### src/rtl/lcd_time_writer_if.sv
// Digit inputs and HD44780 parallel write bus between the seconds counter and the LCD.
interface lcd_time_writer_if;
  logic [3:0] mil;
  logic [3:0] cen;
  logic [3:0] dec;
  logic [3:0] uni;
  logic [7:0] lcd_data;
  logic       lcd_rs;
  logic       lcd_rw;
  logic       lcd_en;
  logic       ready;

  modport master (
    input  mil, cen, dec, uni,
    output lcd_data, lcd_rs, lcd_rw, lcd_en, ready
  );

  modport slave (
    output mil, cen, dec, uni,
    input  lcd_data, lcd_rs, lcd_rw, lcd_en, ready
  );
endinterface

### src/rtl/lcd_time_writer.sv
// Initialises an HD44780 LCD, then rewrites "MC:DU" at line 1 pos 0 whenever the BCD digits change.
// Each byte is SETUP(1) + PULSE(T_EN) + HOLD(T_CMD, or T_CLEAR after clear); inputs are snapshotted per frame.
module lcd_time_writer #(
  parameter int T_POWERUP = 750000,
  parameter int T_EN      = 12,
  parameter int T_CMD     = 2500,
  parameter int T_CLEAR   = 82000
) (
  input  logic               clk,
  input  logic               reset,
  lcd_time_writer_if.master  bus
);

  localparam int WAIT_MAX = (T_POWERUP > T_CLEAR) ? T_POWERUP : T_CLEAR;
  localparam int CW       = $clog2(WAIT_MAX + 1);

  typedef enum logic [2:0] {PWR_WAIT, INIT, IDLE, WR_ADDR, WR_CHAR} state_t;
  typedef enum logic [1:0] {PH_SETUP, PH_PULSE, PH_HOLD} phase_t;

  state_t          state;
  phase_t          phase;
  logic [CW-1:0]   cnt;
  logic [1:0]      init_idx;
  logic [2:0]      char_idx;
  logic [15:0]     snap;
  logic            snap_vld;
  logic [7:0]      data_q;
  logic            rs_q;
  logic            en_q;
  logic            ready_q;
  logic [CW-1:0]   hold_last;
  logic [15:0]     digits;

  assign digits    = {bus.mil, bus.cen, bus.dec, bus.uni};
  assign hold_last = (!rs_q && data_q == 8'h01) ? CW'(T_CLEAR - 1) : CW'(T_CMD - 1);

  assign bus.lcd_data = data_q;
  assign bus.lcd_rs   = rs_q;
  assign bus.lcd_rw   = 1'b0;
  assign bus.lcd_en   = en_q;
  assign bus.ready    = ready_q;

  function automatic logic [7:0] digit_char(input logic [3:0] d);
    return (d <= 4'd9) ? (8'h30 + {4'h0, d}) : 8'h2D;
  endfunction

  function automatic logic [7:0] init_cmd(input logic [1:0] i);
    case (i)
      2'd0:    return 8'h38;
      2'd1:    return 8'h0C;
      2'd2:    return 8'h06;
      default: return 8'h01;
    endcase
  endfunction

  function automatic logic [7:0] frame_char(input logic [2:0] i, input logic [15:0] s);
    case (i)
      3'd0:    return digit_char(s[15:12]);
      3'd1:    return digit_char(s[11:8]);
      3'd3:    return digit_char(s[7:4]);
      3'd4:    return digit_char(s[3:0]);
      default: return 8'h3A;
    endcase
  endfunction

  always_ff @(posedge clk or negedge reset) begin
    if (!reset) begin
      state    <= PWR_WAIT;
      phase    <= PH_SETUP;
      cnt      <= '0;
      init_idx <= '0;
      char_idx <= '0;
      snap     <= '0;
      snap_vld <= 1'b0;
      data_q   <= 8'h00;
      rs_q     <= 1'b0;
      en_q     <= 1'b0;
      ready_q  <= 1'b0;
    end else begin
      case (state)
        PWR_WAIT: begin
          if (cnt == CW'(T_POWERUP - 1)) begin
            cnt      <= '0;
            state    <= INIT;
            phase    <= PH_SETUP;
            init_idx <= 2'd0;
            rs_q     <= 1'b0;
            data_q   <= init_cmd(2'd0);
          end else begin
            cnt <= cnt + CW'(1);
          end
        end

        IDLE: begin
          if (!snap_vld || digits != snap) begin
            snap     <= digits;
            snap_vld <= 1'b1;
            ready_q  <= 1'b0;
            state    <= WR_ADDR;
            phase    <= PH_SETUP;
            cnt      <= '0;
            rs_q     <= 1'b0;
            data_q   <= 8'h80;
          end
        end

        default: begin
          case (phase)
            PH_SETUP: begin
              en_q  <= 1'b1;
              phase <= PH_PULSE;
              cnt   <= '0;
            end

            PH_PULSE: begin
              if (cnt == CW'(T_EN - 1)) begin
                en_q  <= 1'b0;
                phase <= PH_HOLD;
                cnt   <= '0;
              end else begin
                cnt <= cnt + CW'(1);
              end
            end

            default: begin
              if (cnt == hold_last) begin
                cnt   <= '0;
                phase <= PH_SETUP;
                case (state)
                  INIT: begin
                    if (init_idx == 2'd3) begin
                      // Snapshot is always invalid after init, so the first frame starts right away.
                      snap     <= digits;
                      snap_vld <= 1'b1;
                      state    <= WR_ADDR;
                      rs_q     <= 1'b0;
                      data_q   <= 8'h80;
                    end else begin
                      init_idx <= init_idx + 2'd1;
                      data_q   <= init_cmd(init_idx + 2'd1);
                    end
                  end
                  WR_ADDR: begin
                    state    <= WR_CHAR;
                    char_idx <= 3'd0;
                    rs_q     <= 1'b1;
                    data_q   <= frame_char(3'd0, snap);
                  end
                  default: begin
                    if (char_idx == 3'd4) begin
                      state   <= IDLE;
                      ready_q <= 1'b1;
                    end else begin
                      char_idx <= char_idx + 3'd1;
                      data_q   <= frame_char(char_idx + 3'd1, snap);
                    end
                  end
                endcase
              end else begin
                cnt <= cnt + CW'(1);
              end
            end
          endcase
        end
      endcase
    end
  end

endmodule

### src/flat_wrapper.sv
// flat-port wrapper written by rule: the top's interface ports become plain ports
module lcd_time_writer_flat 
#(
  parameter int T_POWERUP = 750000,
  parameter int T_EN      = 12,
  parameter int T_CMD     = 2500,
  parameter int T_CLEAR   = 82000
)
  (clk, reset, bus_mil, bus_cen, bus_dec, bus_uni, bus_lcd_data, bus_lcd_rs, bus_lcd_rw, bus_lcd_en, bus_ready);
  lcd_time_writer_if bus_i ();
  input  logic clk;
  input  logic reset;
  input wire logic [$bits(bus_i.mil)-1:0] bus_mil;
  input wire logic [$bits(bus_i.cen)-1:0] bus_cen;
  input wire logic [$bits(bus_i.dec)-1:0] bus_dec;
  input wire logic [$bits(bus_i.uni)-1:0] bus_uni;
  output wire logic [$bits(bus_i.lcd_data)-1:0] bus_lcd_data;
  output wire logic [$bits(bus_i.lcd_rs)-1:0] bus_lcd_rs;
  output wire logic [$bits(bus_i.lcd_rw)-1:0] bus_lcd_rw;
  output wire logic [$bits(bus_i.lcd_en)-1:0] bus_lcd_en;
  output wire logic [$bits(bus_i.ready)-1:0] bus_ready;
  assign bus_i.mil = bus_mil;
  assign bus_i.cen = bus_cen;
  assign bus_i.dec = bus_dec;
  assign bus_i.uni = bus_uni;
  assign bus_lcd_data = bus_i.lcd_data;
  assign bus_lcd_rs = bus_i.lcd_rs;
  assign bus_lcd_rw = bus_i.lcd_rw;
  assign bus_lcd_en = bus_i.lcd_en;
  assign bus_ready = bus_i.ready;
  lcd_time_writer #(.T_POWERUP(T_POWERUP), .T_EN(T_EN), .T_CMD(T_CMD), .T_CLEAR(T_CLEAR)) u_core (.clk(clk), .reset(reset), .bus(bus_i));
endmodule
### config.mk
export PLATFORM = sky130hd
export DESIGN_NAME = lcd_time_writer_flat
export DESIGN_NICKNAME = d
export VERILOG_FILES = /design/src/rtl/lcd_time_writer_if.sv /design/src/rtl/lcd_time_writer.sv /design/src/flat_wrapper.sv
export SDC_FILE = /design/constraint.sdc
export NUM_CORES = 1
export LEC_CHECK = 0
export CAP_MARGIN = 10
export CORE_UTILIZATION = 55
export CTS_BUF_LIST = sky130_fd_sc_hd__clkbuf_4 sky130_fd_sc_hd__clkbuf_8 sky130_fd_sc_hd__clkbuf_16
export CTS_CLUSTER_SIZE = 16
export DETAILED_ROUTE_END_ITERATION = 8
export PLACE_DENSITY = 0.8
export SYNTH_ARGS = -nofsm -noshare
export SYNTH_HDL_FRONTEND = slang
export SYNTH_SLANG_ARGS = --single-unit
### constraint.sdc
create_clock -name clk -period 3.55 [get_ports clk]
set_clock_uncertainty 0.05 [all_clocks]
set_input_delay 0.355 -clock clk [delete_from_list [all_inputs] [get_ports clk]]
set_output_delay 0.355 -clock clk [all_outputs]
set_load 0.03 [all_outputs]
; ---- Word level (Yosys, flattened, before mapping)
; Cells that the tools add are included.
; Widths: inputs -> output; s select.
[word_totals]
regBits = 58
in_bits = 18
[op_classes]
magnitude_cmp = 4
bitwise = 5
reduce_logical = 31
n_eq_ne = 28
addsub = 7
n_mux = 68
[op_table]
columns = cell, count
row1 = $mux 16, 5
row2 = $mux 20, 4
row3 = $mux 8, 10
row4 = $pmux 20 s2, 2
row5 = $pmux 16 s2, 1
row6 = $pmux 8 s2, 2
row7 = $pmux 8 s4, 1
row8 = $reduce_and 6->1, 5
row9 = $add 6x4->7 const A, 4
row10 = $mux 3, 7
row11 = $add 20x1->20 const B, 1
row12 = $eq 20x20->1, 1
row13 = $eq 20x20->1 const B, 1
row14 = $eq 20x4->1 const B, 1
row15 = $pmux 3 s2, 3
row16 = $pmux 6 s3, 1
row17 = $mux 17, 1
row18 = $le 4x4->1 const B, 4
row19 = $mux 2, 8
row20 = $ne 16x16->1, 1
row21 = $mux 1, 15
row22 = $reduce_bool 2->1, 7
row23 = $ne 2x1->1 const B, 6
row24 = $pmux 2 s2, 3
row25 = 27 further kinds, 49

; ---- Longest topological paths before layout
[depth]
ltp_word = 8
mapped_depth = 9

; ---- Worst setup path after synthesis
; Ideal clock, no wire load.
[synth_path]
path_kind = flip-flop to flip-flop
from = register u_core.cnt[10]
to = register u_core.snap[0]
arrival_time_ns = 2.427
synth_period_minus_slack_ns = 2.602
path_buffers = 2
slack_ns = 0.948
stages_incl_launch_ff = 9
required_ns = 3.375
cell_sequence = dfrtp_1 -> or4_4 -> nor4_4 -> o211a_4 -> nor2_4 -> a2111o_1 -> buf_6 -> buf_12 -> mux2_4
[synth_between]
elab_chain_cells = 3
[synth_lines]
columns = item, line
row1 = start: declaration, lcd_time_writer.sv:22  ; logic [CW-1:0] cnt;
row2 = start signal: assignment, lcd_time_writer.sv:90  ; cnt <= cnt + CW'(1);
row3 = start signal: assignment, lcd_time_writer.sv:121  ; cnt <= cnt + CW'(1);
row4 = start signal: assignment, lcd_time_writer.sv:160  ; cnt <= cnt + CW'(1);
row5 = $eq 20x20->1, lcd_time_writer.sv:126  ; if (cnt == hold_last) begin
row6 = $reduce_bool 2->1 (no line), -
row7 = $reduce_and 6->1 (no line), -
row8 = end signal: assignment, lcd_time_writer.sv:96  ; snap <= digits;
row9 = end signal: assignment, lcd_time_writer.sv:133  ; snap <= digits;
row10 = end: declaration, lcd_time_writer.sv:25  ; logic [15:0] snap;
; Every way passes these cells.
; A chain may end at the register's enable or synchronous reset.

; ---- Final worst setup path
[layout_path]
from = register u_core.data_q[1] (netlist: u_core.bus.lcd_data[1])
to = register u_core.cnt[5]
[layout_between]
elab_chain_cells = 7
[layout_lines]
columns = item, line
row1 = start: declaration, lcd_time_writer.sv:27  ; logic [7:0] data_q;
row2 = start signal: assignment, lcd_time_writer.sv:88  ; data_q <= init_cmd(2'd0);
row3 = start signal: assignment, lcd_time_writer.sv:140  ; data_q <= init_cmd(init_idx + 2'd1);
row4 = start signal: assignment, lcd_time_writer.sv:147  ; data_q <= frame_char(3'd0, snap);
row5 = $eq 8x1->1, lcd_time_writer.sv:35  ; assign hold_last = (!rs_q && data_q == 8'h01) ? CW'(T_CLEAR - 1) : CW'(T_CMD - 1);
row6 = $logic_and 1x1->1, lcd_time_writer.sv:35
row7 = $mux 17, lcd_time_writer.sv:35
row8 = $eq 20x20->1, lcd_time_writer.sv:126
row9 = $mux 20, lcd_time_writer.sv:126
row10 = $pmux 20 s2, lcd_time_writer.sv:108  ; case (phase)
row11 = $pmux 20 s2, lcd_time_writer.sv:80  ; case (state)
; Every way passes these cells.

==> results.md <==
- Pre-CTS WS: 0.672 ns
- Vias in the first global route: 2860
- Clk pwr share: 0.245
- Unrepaired setup endpoints after global routing: false
- Total GRT Usage: 0.260
- H-tree levels: 3
- Slowest CP cell: o221ai_2
- CTS tree: yes
- Setup CP Type: reg2reg
- GR Layer Usage met1: 0.380
- Comb power frac: 0.369
- PwrDens: 603 nW/um^2
- Drt first pass iters: 7
- Final GP Congestion: 0.895
- Mapped Cells: 392
- Post-synthesis register bit count: 57
- Hold Crit Class: reg2reg
- DR DRC count: 6
- Initial antenna violation count: 0
- Drt first-iter violations: 270
- Clk Latency, worst-skew pair: 0.34 ns
- Final HPWL DP: 5990 um
- Top-Level Pins: 30
- Post-synthesis sequential area ratio: 0.384
- Status: complete, but fails checks
- Fin crit period: 2.93 ns
- Area growth from synthesis to layout: 12.5%
- Tot Pwr: 0.00252 W
- Vias: 3039
- Yosys warnings: 0
- MaxCap Viol Count: 0
- PnR worst setup slack: 0.618 ns
- Slew Viols, Final: 0
- Hold depth: 1
- Core area: 6420 um^2
- Routed WL: 8420 um
- Area contributors post-synth: dfrtp_1 38%, mux2_2 5.5%, nand3_1 5.4%, nand2_1 4.5%, ha_1 3.7%
- Ys async rst share: 1.00
- Main synth FF type: dfrtp_1
- Critical Path RT: 3.78 ns
- Chip width: 84.2 um
- Final setup vio count: 0
- Die height: 84.2 um
- Pin count of the biggest net entering global routing: 32
- R2r worst-path depth: 6
- First-pass GRT wire length: 14500 um
- Clk slew on worst S/H paths: 0.06 ns
- PortBufs: 27
- WP depth: 6
- Failing checks: DRC
- Root Buffer: clkbuf_8
- Final Hold Fails: 0
- Crit path cell chain: nor4b_1, a211oi_1, o211a_4, o221ai_2, or4b_2, nand3_1
- Share of cells above drive strength 1: 0.154
- Peak supply drop: 0.439 mV
- Global Route met2 Usage: 0.384
- Avg Cell Area, Syn: 9.49 um^2
- Crit Path Max Fanout: 26
- Drt wl/cell: 16.9 um
- CTS Sinks: 57
- Crit-path max cell delay: 0.76 ns
- Sequential power share: 0.385
- ANT cells: 0
- FMAX: 341 MHz
- Multi-input logic area: 2090 um^2
- Die area: 7090 um^2
- Synth top area share: 0.384
- Grt ovf: 0
- CP bufs+invs: 0
- Fin crit share: 0.826
- Rel. slew slack: 0.330
- Number of synthesized flops with an enable pin: 0
- Worst-Margin Slew: 1.00 ns
- Most Used Layer, Global Route: met2
- Row cnt: 29
- TritonCTS Buffers: 9
- Initial Util: 0.579
- Fin Setup TNS: 0 ns
- CP Capture Type: register
- Cell area after synthesis: 3720 um^2
- Netlist cell types: 70
- Pleak: 1.87 nW
- GR Util met3: 0.0698
- Net load switching power: 0.000938 W
- Startpoint Class: register
- Most area-hungry cell type in the Yosys netlist: dfrtp_1
- # fillers: 526
- DR vias/cell: 6.10
- CP top delay family: compound AO/OA/AOI/OAI gates
- Int Power: 0.00158 W
- Clock Path Buffers: 2
- Nets: 445
- Post-route ant nets: 0
- Seq. cell area: 1430 um^2
- Switch share: 0.372
- Crit path arrival time: 3.16 ns
==> metal layers <==
metal,routed length [um],share of wire
met1,4090,0.49
met2,3760,0.45
met3,487,0.058
met4,77,0.0091
met5,0,0
==> timing repair <==
action,4_1_cts,5_1_grt
hold buffers,1,0
endpoints found under the hold margin,26,0
buffers inserted,0,0
gates resized for setup,0,0
==> layout by cell type (no fill, tap or decap), types with 11 or more instances in the layout <==
cell and count:
inv_1 17, nand3_1 40, dfrtp_1 57, nor2_1 14
clkdlybuf4s50_1 26, nand2_1 45, a21oi_1 14, o21ai_0 16
mux2_2 18, ha_1 11
==> Yosys cell counts (all sizes together) (6+ instances only) <==
master and count:
clkbuf 11, nand3 40, nand2 45, o21ai 16
buf 8, mux2 26, nor2 15, xor2 8
xnor2 10, nand3b 9, a21oi 14, inv 17
dfrtp 57, nand4 6, ha 11, nor3 11
a22o 6
==> final timing paths <==
check	start	to	slack, ns
max in group asynchronous	reset	u_core.snap[13]	2.10
setup reg to reg	u_core.bus.lcd_data[1]	u_core.cnt[5]	0.62
hold reg to reg	u_core.snap_vld	u_core.snap_vld	0.43
hold / removal	u_core.snap_vld	u_core.snap_vld	0.43
setup / recovery	u_core.bus.lcd_data[1]	u_core.cnt[5]	0.62
min in group asynchronous	reset	u_core.cnt[8]	0.51
==> cell families (layout without fill, tap and decap cells) <==
family          Yosys count  count (layout)  share of synthesized area
compound gates           67              67                      0.125
mux                      28              28                     0.0922
other cells               1               2                    0.00101
flops                    57              57                      0.384
buf+inv                  37              65                     0.0585
xor+xnor                 18              18                     0.0424
fa+ha+maj                11              11                     0.0370
simple gates            173             173                      0.260
==> state kept, by name, summed over array words and instances, names as in the netlist <==
signal               count
u_core.init_idx          2
u_core.state             3
u_core.cnt              20
u_core.bus.lcd_rs        1
u_core.char_idx          3
u_core.bus.lcd_data      7
u_core.snap             16
u_core.phase             2
u_core.bus.ready         1
u_core.bus.lcd_en        1
u_core.snap_vld          1
==> final cells by class <==
| cell class | instances | area share |
|---|---|---|
| Clock buffer | 13 | 0.0383 |
| Clock inverter | 3 | 0.00957 |
| Inverter | 17 | 0.0153 |
| Multi-Input combinational cell | 299 | 0.500 |
| Sequential cell | 57 | 0.341 |
| Tap cell | 77 | 0.0230 |
| Timing Repair Buffer | 32 | 0.0730 |
==> worst reg2reg max path: stages (launching register included) <==
cell      delay [ns]
dfrtp_1         0.39
nor4b_1         0.45
a211oi_1        0.17
o211a_4         0.31
o221ai_2        0.77
or4b_2          0.64
nand3_1         0.10
==> through the flow <==
stage,hold WS [ns],std cells,area [um^2],utilization
2_1_floorplan,0.00941,393,3720,-
3_3_place_gp,0.344,481,3970,0.619
3_5_place_dp,0.352,481,3970,0.619
4_1_cts,0.429,498,4180,0.651
5_1_grt,0.459,498,4180,0.651
6_report,0.430,498,4180,0.651
==> power by group through the flow <==
stage	combinational, W	clock, W	sequential [W]
after global placement	0.000904	0	0.000965
after detailed placement	0.000918	0	0.000975
after CTS	0.000925	0.000632	0.000966
after floorplan	0.000682	0	0.000956
after global routing	0.00101	0.000660	0.000995
final	0.000931	0.000618	0.000971
Note: power is estimated with default switching activity, not from simulation.
==> RTL edit 1: new RTL, config.mk and constraints unchanged <==
`T_CLEAR` is set to 82000 in 2 places; all go to 41000.
--- a/src/rtl/lcd_time_writer.sv
+++ b/src/rtl/lcd_time_writer.sv
@@ -6,3 +6,3 @@
   parameter int T_CMD     = 2500,
-  parameter int T_CLEAR   = 82000
+  parameter int T_CLEAR   = 41000
 ) (
--- a/src/flat_wrapper.sv
+++ b/src/flat_wrapper.sv
@@ -6,3 +6,3 @@
   parameter int T_CMD     = 2500,
-  parameter int T_CLEAR   = 82000
+  parameter int T_CLEAR   = 41000
 )
Check against the original RTL: no difference found for any inputs over 10 cycles, from zero or initial values and one cycle with reset low; that may be too few to reach the edited logic, so the function may still have changed.
==> RTL edit 1 against the unedited design <==
- the run ends with hold timing left
- routed wire length grew 2.0%
- worst setup slack lost 120 ps
- final area shrank 0.69%
- sequential cell count is the same
- area after synthesis shrank 1.4%
- first-iteration DRC count grew 26%
Power is not compared: it rests on default switching activity, and its combinational part moved more than twofold at a synthesized area within 25%.
==> RTL edit 1: results (changes against the unedited design) <==
* Failing checks: hold timing
* Status: finished with violations
* Post-place setup slack at 501 ps (-171 ps)
* Wire per inst at 16.5 µm (-2.3%)
* Sequential share of the synthesized area at 0.389 (+0.00563)
* Crit path to: u_core.snap[11]
* Final GP Congestion at 0.910 (+1.7%)
* GR Util met2 at 0.391 (+0.00723)
* Max Fclk at 0.328 GHz (-4.0%)
* Clock buffers at 12 (-1)
* CP max stage cell: nor2_1
* Multi-input combinational area share at 0.499 (-0.000755)
* Non-CTS buffers at 31 (-3.1%)
* Final hold vios at 14 (+14)
* Synth top area cells: dfrtp_1 39%, nand2_1 6.0%, mux2_2 5.5%
* Drt via density at 6.23 (+2.1%)
* Met1 usage at 0.376 (-0.00491)
* Met3 capacity usage during global routing at 0.0564 (-0.0134)
* Post-Place Cells at 505 (+5.0%)
* R2R Path End: u_core.snap[11]
* Detailed Place HPWL at 6150 µm (+2.7%)
* Initial DRC count at 341 (+26%)
* Share of cells above drive strength 1 at 0.117 (-0.0370)
* Final net count at 468 (+5.2%)
* Post-Route Utilization at 0.650 (-0.000806)
* Clock-cell share at 0.0434 (-0.00449)
* Final hold slack at -15.4 ps (-446 ps)
* Met2 wire length at 3880 µm (+3.1%)
* Global-route wire length before repair at 14800 µm (+1.9%)
* Crit Path Max Fanout at 18 (-31%)
* Worst EP arrival at 3230 ps (+70 ps)
* Post-Syn Instances at 412 (+5.1%)
-- RTL edit 1: cell count changes after synthesis, sizes merged, moves of 5 or more --
cell and change:
nor2 +14, a31oi +6, nand3 -25, nand4 +7, o211ai +7, o22ai +13
and4 -5, nand2 +14, o21ai +7, inv +5, nand3b -7, mux2 -6
and2 +5
-- RTL edit 1: logic make-up (layout without fill, tap and decap cells) --
kind of cell / Yosys count / count (layout) / share of synthesized area
and+or+nand+nor: 167 / 167 / 0.231
AOI/OAI and AO/OA: 99 / 99 / 0.186
DFF: 57 / 57 / 0.389
buffers and inverters: 38 / 68 / 0.0475
muxes: 22 / 22 / 0.0669
xor gates and xnor gates: 17 / 17 / 0.0406
adders and majority gates: 11 / 11 / 0.0376
other: 1 / 2 / 0.00102
-- RTL edit 1: critical path, delay by kind of cell (launching register included) --
kind / cells / cell delay, ps
AND/OR/NAND/NOR: 4 / 1390
AO/OA/AOI/OAI: 1 / 550
multiplexers: 1 / 410
flip-flops: 1 / 520
==> RTL edit 2: new RTL, same flow settings <==
Made on the original files. The 3 values of `phase_t` get a one-hot encoding in 3 bits.
--- a/src/rtl/lcd_time_writer.sv
+++ b/src/rtl/lcd_time_writer.sv
@@ -17,3 +17,3 @@
   typedef enum logic [2:0] {PWR_WAIT, INIT, IDLE, WR_ADDR, WR_CHAR} state_t;
-  typedef enum logic [1:0] {PH_SETUP, PH_PULSE, PH_HOLD} phase_t;
+  typedef enum logic [2:0] {PH_SETUP = 3'b001, PH_PULSE = 3'b010, PH_HOLD = 3'b100} phase_t;
 
Check against the original RTL: same outputs for any inputs over 10 cycles, from zero or initial values and one cycle with reset low; not proved beyond that.
==> RTL edit 2 against the unedited design <==
- the flow still finishes with violations (DRC)
- power up 4.9%
- hold slack worse by 350 ps
- sequential cell count up 1
- routed wire length up 5.6%
- non-clock buffer count up 2
- final cell count up 1.6%
- worst setup slack worse by 210 ps
- area after synthesis down 0.87%
- sequential share of layout area up 0.43 points
- sequential power down 6.6%
- final area up 0.57%
==> RTL edit 2: results (changes against the unedited design) <==
* Status: finished with violations
* Failing checks: DRC
* Final GP Congestion at 0.997 (+11%)
* Worst Hold Class: input port to asynchronous set/reset pin
* Detailed Place HPWL at 6340 µm (+5.9%)
* Initial DRC count at 344 (+27%)
* Max IR drop VDD at 0.508 mV (+16%)
* Final net count at 453 (+1.8%)
* Crit Path Max Fanout at 18 (-31%)
* Global-route wire length before repair at 15000 µm (+2.9%)
* Pin count of the biggest net entering global routing at 39 (+22%)
* Post-Synth Adder-Cell Area at 0.0373 (+0.000327)
* Drt total wl at 8880 µm (+5.6%)
* Worst EP arrival at 3330 ps (+170 ps)
* Synth top area cells: dfrtp_1 39%, nand2_1 5.1%, mux2_2 4.6%
* Synth cell types at 59 (-16%)
* Drt via density at 6.34 (+4.0%)
* Synth Area in Compound Gates at 0.156 (+0.0310)
* Number of port buffers at 27 (unchanged)
* Worst-Margin Slew at 1070 ps (+60.7 ps)
* Gr usage total at 0.274 (+0.0135)
* Number of global-route vias before repair at 3078 (+7.6%)
* Sequential share of the synthesized area at 0.394 (+0.0105)
* 1st-pass router iterations at 8 (+1)
* Fillers at 502 (-4.6%)
* Share of cells above drive strength 1 at 0.135 (-0.0192)
* Mux contribution to synthesized area at 0.0920 (-0.000205)
* Top cells by count, synth: 57 x dfrtp_1, 50 x nand2_1, 27 x nand3_1, 23 x nor2_1
* Drc violations at 2 (-4)
* Post-place setup slack at 412 ps (-260 ps)
* Initial antenna violation count at 0 (unchanged)
* LEAKAGE at 1.81 nW (-2.9%)
[RTL edit 2: cell type report]
class	instances	area, µm²	area share
Clock buffer	14	174	0.0413
Multi-Input combinational cell	306	2070	0.493
Clock inverter	2	35.0	0.00833
Timing Repair Buffer	34	318	0.0756
Sequential cell	58	1450	0.345
Tap cell	77	96.3	0.0229
Inverter	15	56.3	0.0134
[RTL edit 2: routing by layer]
metal  track usage  part of all wire  up-vias  routed length, µm
li1              -                 -     1503                  -
met1         0.381              0.46     1545               4110
met2         0.411              0.45      131               3970
met3        0.0534             0.059       31                522
met4         0.130             0.032        0                283
met5             0                 0        -                  0
[RTL edit 2: per-stage QoR]
step	std cells	utilization	cell area, µm²	total power, W
2_1_floorplan	401	-	3690	0.00166
3_3_place_gp	490	0.622	4000	0.00194
3_5_place_dp	490	0.622	4000	0.00198
4_1_cts	506	0.655	4210	0.00264
5_1_grt	506	0.655	4210	0.00280
6_report	506	0.655	4210	0.00264
[RTL edit 2: power breakdown]
part / switching, W / internal, W
logic: 0.000667 / 0.000418
clock network: 0.000266 / 0.000385
registers: 0.000138 / 0.000769
total: 0.00107 / 0.00157
[RTL edit 2: path summary, 6_finish.rpt]
check	from	endpoint	slack (ps)	depth (start not counted)
max	u_core.cnt[16]	u_core.snap[2]	410	6
min	reset	u_core.snap[9]	80	1
max reg2reg	u_core.cnt[16]	u_core.snap[2]	410	6
min reg2reg	u_core.snap_vld	u_core.snap_vld	420	1
max in group asynchronous	reset	u_core.cnt[9]	2560	2
min in group clk	u_core.snap_vld	u_core.snap_vld	420	1
[RTL edit 2: critical path, stage by stage (launching register included)]
cell and delay, ps:
dfrtp_1 460, or3_1 430, a211o_1 320, a211oi_4 290, nand4_4 130, a211oi_4 910, mux2_2 430
